==> src/rtl/regfile_wb.sv <==
`default_nettype none
// +----------------------------------------------------------------------------+
// | Module : regfile_wb                                                        |
// | Desc   : 15-entry register file, dual E/M write-back, sequential dump FSM  |
// | Rev    : 1.0                                                               |
// +----------------------------------------------------------------------------+
module regfile_wb #(
  parameter int WORD = 64,
  parameter int NREG = 15
) (
  input  logic            clk,
  input  logic            reset,
  input  logic [3:0]      srcA,
  input  logic [3:0]      srcB,
  input  logic [3:0]      dstE,
  input  logic [3:0]      dstM,
  input  logic [WORD-1:0] valE,
  input  logic [WORD-1:0] valM,
  input  logic            wb_en,
  output logic [WORD-1:0] valA,
  output logic [WORD-1:0] valB,
  input  logic            dump_req,
  output logic            dump_busy,
  output logic            dump_valid,
  output logic [3:0]      dump_idx,
  output logic [WORD-1:0] dump_data,
  output logic            dump_done
);

  localparam logic [3:0] C_LAST = 4'(NREG - 1);

  typedef enum logic [0:0] {
    S_IDLE = 1'b0,
    S_DUMP = 1'b1
  } state_t;

  logic [WORD-1:0] w_regs [NREG];
  state_t          r_state;
  logic [3:0]      r_cnt;
  logic            r_done;
  logic            w_busy;

  // M port is checked first so it wins when both ports target one register.
  generate
    for (genvar gi = 0; gi < NREG; gi++) begin : g_reg
      localparam logic [3:0] C_IDX = 4'(gi);
      logic [WORD-1:0] r_q;

      always_ff @(posedge clk or posedge reset) begin
        if (reset) begin
          r_q <= '0;
        end else if (wb_en && (dstM == C_IDX)) begin
          r_q <= valM;
        end else if (wb_en && (dstE == C_IDX)) begin
          r_q <= valE;
        end
      end

      assign w_regs[gi] = r_q;
    end
  endgenerate

  always_ff @(posedge clk or posedge reset) begin
    if (reset) begin
      r_state <= S_IDLE;
      r_cnt   <= '0;
      r_done  <= 1'b0;
    end else begin
      r_done <= 1'b0;
      case (r_state)
        S_IDLE: begin
          if (dump_req) begin
            r_state <= S_DUMP;
            r_cnt   <= '0;
          end
        end
        S_DUMP: begin
          if (r_cnt == C_LAST) begin
            r_state <= S_IDLE;
            r_cnt   <= '0;
            r_done  <= 1'b1;
          end else begin
            r_cnt <= r_cnt + 4'd1;
          end
        end
        default: begin
          r_state <= S_IDLE;
          r_cnt   <= '0;
        end
      endcase
    end
  end

  assign w_busy     = (r_state == S_DUMP);
  assign dump_busy  = w_busy;
  assign dump_valid = w_busy;
  assign dump_idx   = w_busy ? r_cnt : 4'd0;
  assign dump_done  = r_done;

  // Indices at or beyond NREG (including 0xF) read as zero.
  always_comb begin
    valA      = '0;
    valB      = '0;
    dump_data = '0;
    if (!reset && (32'(srcA) < NREG)) valA = w_regs[srcA];
    if (!reset && (32'(srcB) < NREG)) valB = w_regs[srcB];
    if (w_busy && (32'(r_cnt) < NREG)) dump_data = w_regs[r_cnt];
  end

endmodule
`default_nettype wire

==> config.mk <==
export PLATFORM = sky130hd
export DESIGN_NAME = regfile_wb
export DESIGN_NICKNAME = d
export VERILOG_FILES = /design/src/rtl/regfile_wb.sv
export SDC_FILE = /design/constraint.sdc
export NUM_CORES = 2
export LEC_CHECK = 0
export CAP_MARGIN = 20
export CORE_UTILIZATION = 50
export CTS_BUF_LIST = sky130_fd_sc_hd__clkbuf_4
export CTS_CLUSTER_DIAMETER = 60
export DETAILED_ROUTE_END_ITERATION = 8
export PLACE_DENSITY = 0.7
export SKIP_CTS_REPAIR_TIMING = 1
export SLEW_MARGIN = 5
export SYNTH_ARGS = -nofsm -noshare
export SYNTH_HDL_FRONTEND = slang
export SYNTH_SLANG_ARGS = --single-unit
==> constraint.sdc <==
create_clock -name clk -period 58 [get_ports clk]
set_input_delay 11.6 -clock clk [delete_from_list [all_inputs] [get_ports clk]]
set_output_delay 11.6 -clock clk [all_outputs]
set_load 0.02 [all_outputs]
* Word-level counts from Yosys, hierarchy flattened *
Index checks and enable logic that the tools add are counted.
W data, S select, Z words.

cells by class
  reductions and logical operators = 51
  $lt $le $gt $ge = 6
  bitwise operators = 4
  equality and inequality tests = 30
  muxes and demuxes = 51
  $add $sub $neg = 1

operators by type and width
  kind                   count
  $mux W64               39
  $bmux W64 S4           3
  $eq A4 B4 Y1 const B   15
  $logic_and A1 B1 Y1    33
  $eq A4 B3 Y1 const B   8
  $reduce_bool A2 Y1     15
  $eq A4 B2 Y1 const B   4
  $ge A5 B5 Y1 const B   3
  $not A4 Y5             3
  $lt A4 B4 Y1 const B   3
  $mux W4                3
  $eq A4 B1 Y1 const B   2
  $logic_not A4 Y1       2
  $pmux W4 S2            1
  $add A4 B1 Y4 const B  1
  $mux W1                4
  $ne A2 B2 Y1 const B   1
  $pmux W1 S2            1
  $logic_not A1 Y1       1
  $not A1 Y1             1

word-level totals
  flip-flop bits (word level) = 966
  input port bits = 148

* Longest topological paths before layout *
  depth in word-level cells = 5
  mapped depth = 8
  depth with buffers taken out = 4

* Least setup slack after synthesis *
Ideal clock, no wire load.

  kind = input-to-output
  from = in reset
  to = out valB[0]
  arrival = 38.024 ns
  cell stages on the path = 3
  data required time = 46.400 ns
  slack = 8.376 ns
  buffers on the path = 0
  path through = inv_1 nand3_1 o21ai_0

on the way
  word-level cells in the longest chain between the ends = 3

ends and longest elaborated chain
  what                 RTL line  text
  start: declaration   12        input logic reset,
  $logic_not A1 Y1     106       if (!reset && (32'(srcB) < NREG)) valB = w_regs[srcB];
  $logic_and A1 B1 Y1  106
  $mux W64             106
  end: declaration     21        output logic [WORD-1:0] valB,

Every way passes these cells.

* Worst setup path in the final report *
  from = in reset
  to = out valB[7]

Same word-level chain as after synthesis.

==> impl_metrics.yaml <==
logic_synthesis:
  top_ff_cell_synth: "dfrtp_1"
  number_of_enable_type_register_cells_in_the_synthesized_netlist: 0
  synth_largest_area_cell: "dfrtp_1"
  synth.yosys.seq_area_share_pct: 35.90
  post_synth_inst_count: 6459
  combined_area_of_all_synthesized_cells_mm2: 0.06733
  synth_largest_type_area_fraction_pct: 35.90
  synth_async_sr_flop_share_pct: 100.0
  yosys.cell_types.count: 46
  synth.ff_latch_count: 966
  synth.avg_cell_area_um2: 10.42
  yosysWarnings: 0
  yosys-top-cells-area: "dfrtp_1, mux2i_1, mux4_2"
  synth_nets: 6607
timing:
  grt_setup_unrepaired: "no"
  final-hold-violation-count: 0
  count_of_final_max_slew_check_failures: 0
  final_min_period_over_clock_period_pct: 47.62
  finalSetupTns_ns: 0
  slew_headroom_pct: 16.23
  timing.final.setup_violations: 0
  finalHoldWorstSlack_ns: 0.6076
  worst_slack_ns: 30.38
  worst_pin_slew_ns: 1.257
  final.setup_skew_ns: 0.03159
  fmax_mhz: 36.21
  final.min_clock_period_ns: 27.62
global_route:
  global_route.overflow_total: 0
  grt_antenna_before_repair: 30
  grt_max_degree: 146
  grt_use_total_pct: 37.56
  vias_in_the_first_global_route: 56800
  grt_pass1_wl_um: 381500
clock_network:
  cts_inserted_buffers: 291
  clock_tree.buffer_depth: 4
  cts.sink_count: 966
  clk_pin_slew_worst_paths_ns: 0.06
  clock_insertion_delay_worst_skew_ns: 1.24
  tritoncts_clock_tree: "built"
  h-tree-depth: 5
  clock_root_buffer: "clkbuf_4"
final_layout:
  share_of_cells_above_drive_strength_1_pct: 17.59
  final_cell_area_mm2: 0.07425
  finish.net_count: 6623
  layout_stage_area_growth_over_the_synthesis_result_pct: 10.27
route:
  first_iter_violations: 8045
  drt_wl_total_um: 258100
  wl_per_cell_um: 30.61
  vias: 58170
  avgViaCountPerCell: 6.898
  count_of_tritonroute_iterations_in_the_first_routing_pass: 7
  antenna_left: 0
  drt_drc_violations_left: 0
place:
  port_buffers: 346
  place.detailed.hpwl_um: 144100
  dpl_cell_area_mm2: 0.07083
  place.gp.congestion: 0.8970
  pre_cts_slack_ns: 30.49
worst_setup_path:
  timing.critical_path.cells: "clkdlybuf4s50_1 > inv_8 > nand3_4 > buf_4 > o21ai_0 > clkdlybuf4s50_1"
  startpoint_type: "input pin"
  crit_path_max_fanout: 106
  critPathKind: "in2out"
  critical_path.most_common_cell: "clkdlybuf4s50_1"
  cp.arrival_ns: 16.02
  cpPeakStageDelay_ns: 0.92
  worstPathBufferInverterCount: 4
  critical_path.endpoint_type: "primary output"
  timing.critical_path.max_delay_family: "buffers and inverters"
  worst_ep_required_time_ns: 46.40
  highest_delay_cell_along_the_critical_path: "o21ai_0"
floorplanning:
  floorplan.initialDensity_pct: 50.45
  die_w_um: 369.0
  design.die.area_mm2: 0.1361
  core.rowCount: 134
  design.portCount: 347
  design.core.area_mm2: 0.1335
  die_y_um: 369.0
outcome:
  run_status: "complete, no violations"
flow_run:
  drv.max_cap_violation_count: 0
power_and_ir_drop:
  p_per_area_mw_per_mm2: 40.22
  peakVddDrop_mv: 0.03860
  p_leak_nw: 31.00
hold_path:
  hp-class: "reg2reg"
tightest hold or removal path: stages, from the launching register on:
cell and delay, ns:
dfrtp_1 0.38, mux2i_1 0.08, o21ai_1 0.10
through the flow:
| step | utilization [%] | power, mW | instances |
|---|---|---|---|
| after floorplan | - | 1.876 | 6459 |
| after global placement | 53.03 | 2.284 | 7945 |
| after detailed placement | 53.07 | 2.319 | 7948 |
| after CTS | 55.56 | 2.960 | 8412 |
| after global routing | 55.63 | 3.115 | 8430 |
| final | 55.64 | 2.987 | 8433 |
layer usage:
| metal | up-vias | wire length [um] | GRT usage, % |
|---|---|---|---|
| met5 | - | 283 | 0 |
| met4 | 24 | 13400 | 18.32 |
| met3 | 980 | 36520 | 13.32 |
| met2 | 4509 | 110200 | 53.37 |
| met1 | 28550 | 97720 | 50.79 |
| li1 | 24100 | - | - |
cells in the mapped netlist, types with 6 or more instances:
cell and instances:
a211oi_1 65, inv_1 66, a22oi_1 127, nor2_1 644, a21oi_1 642, clkbuf_1 397
or2_2 64, o2bb2ai_1 63, o21ai_1 116, nand2_1 462, buf_6 6, mux4_2 512
and2_1 6, dfrtp_1 966, nand2b_1 6, buf_4 84, o21ai_0 335, nand3_1 7
o211ai_1 64, buf_2 202, mux2i_1 1408, o22ai_1 64, o221ai_1 64, buf_1 49
worst paths after layout:
| check | from | to | slack, ns | cells after the start |
|---|---|---|---|---|
| min reg2reg | g_reg[12].r_q[3] | g_reg[12].r_q[3] | 0.61 | 2 |
| min in group asynchronous | reset | dump_done | 11.18 | 2 |
| max reg2reg | r_cnt[2] | dump_busy | 55.08 | 6 |
| min | g_reg[12].r_q[3] | g_reg[12].r_q[3] | 0.61 | 2 |
| max | reset | valB[7] | 30.38 | 6 |
| max in group asynchronous | reset | g_reg[8].r_q[48] | 43.54 | 5 |
layout by cell type (no fill, tap or decap), drive strengths merged, types with 65 or more instances in the layout:
cell / instances
a211oi: 65
a21oi: 642
a22oi: 127
buf: 121
clkbuf: 410
clkdlybuf4s50: 340
dfrtp: 966
inv: 73
mux2i: 1408
mux4: 512
nand2: 462
nor2: 649
o21ai: 452
power breakdown:
group	leakage, nW	internal [mW]	switching (mW)
Combinational	17.6	0.636	0.647
Sequential	11.4	0.848	0.214
Clock	2.02	0.326	0.316
registers in the layout, indices dropped and copies added, names as in the netlist:
signal,flops
g.r_q,960
r_cnt,4
dump_done,1
dump_busy,1
layout make-up:
type,instances,area [um^2]
Multi-Input combinational cell,4689,39750
Clock inverter,54,239.0
Inverter,66,255.2
Sequential cell,966,24190
Timing Repair Buffer,461,4479
Antenna cell,19,47.55
Tap cell,1768,2212
Clock buffer,410,3078
Fill cell,11610,59210
cell families (layout without fill, tap and decap cells):
kind of cell | count (synthesis) | in the layout | synth area share [%]
flip-flops | 966 | 966 | 35.90
buffers and inverters | 804 | 991 | 5.393
multiplexers | 1920 | 1920 | 38.06
AO/OA/AOI/OAI | 1545 | 1545 | 13.29
AND/OR/NAND/NOR | 1224 | 1224 | 7.362
other | 0 | 19 | 0
No activity file was read; power rests on OpenSTA's default activity.
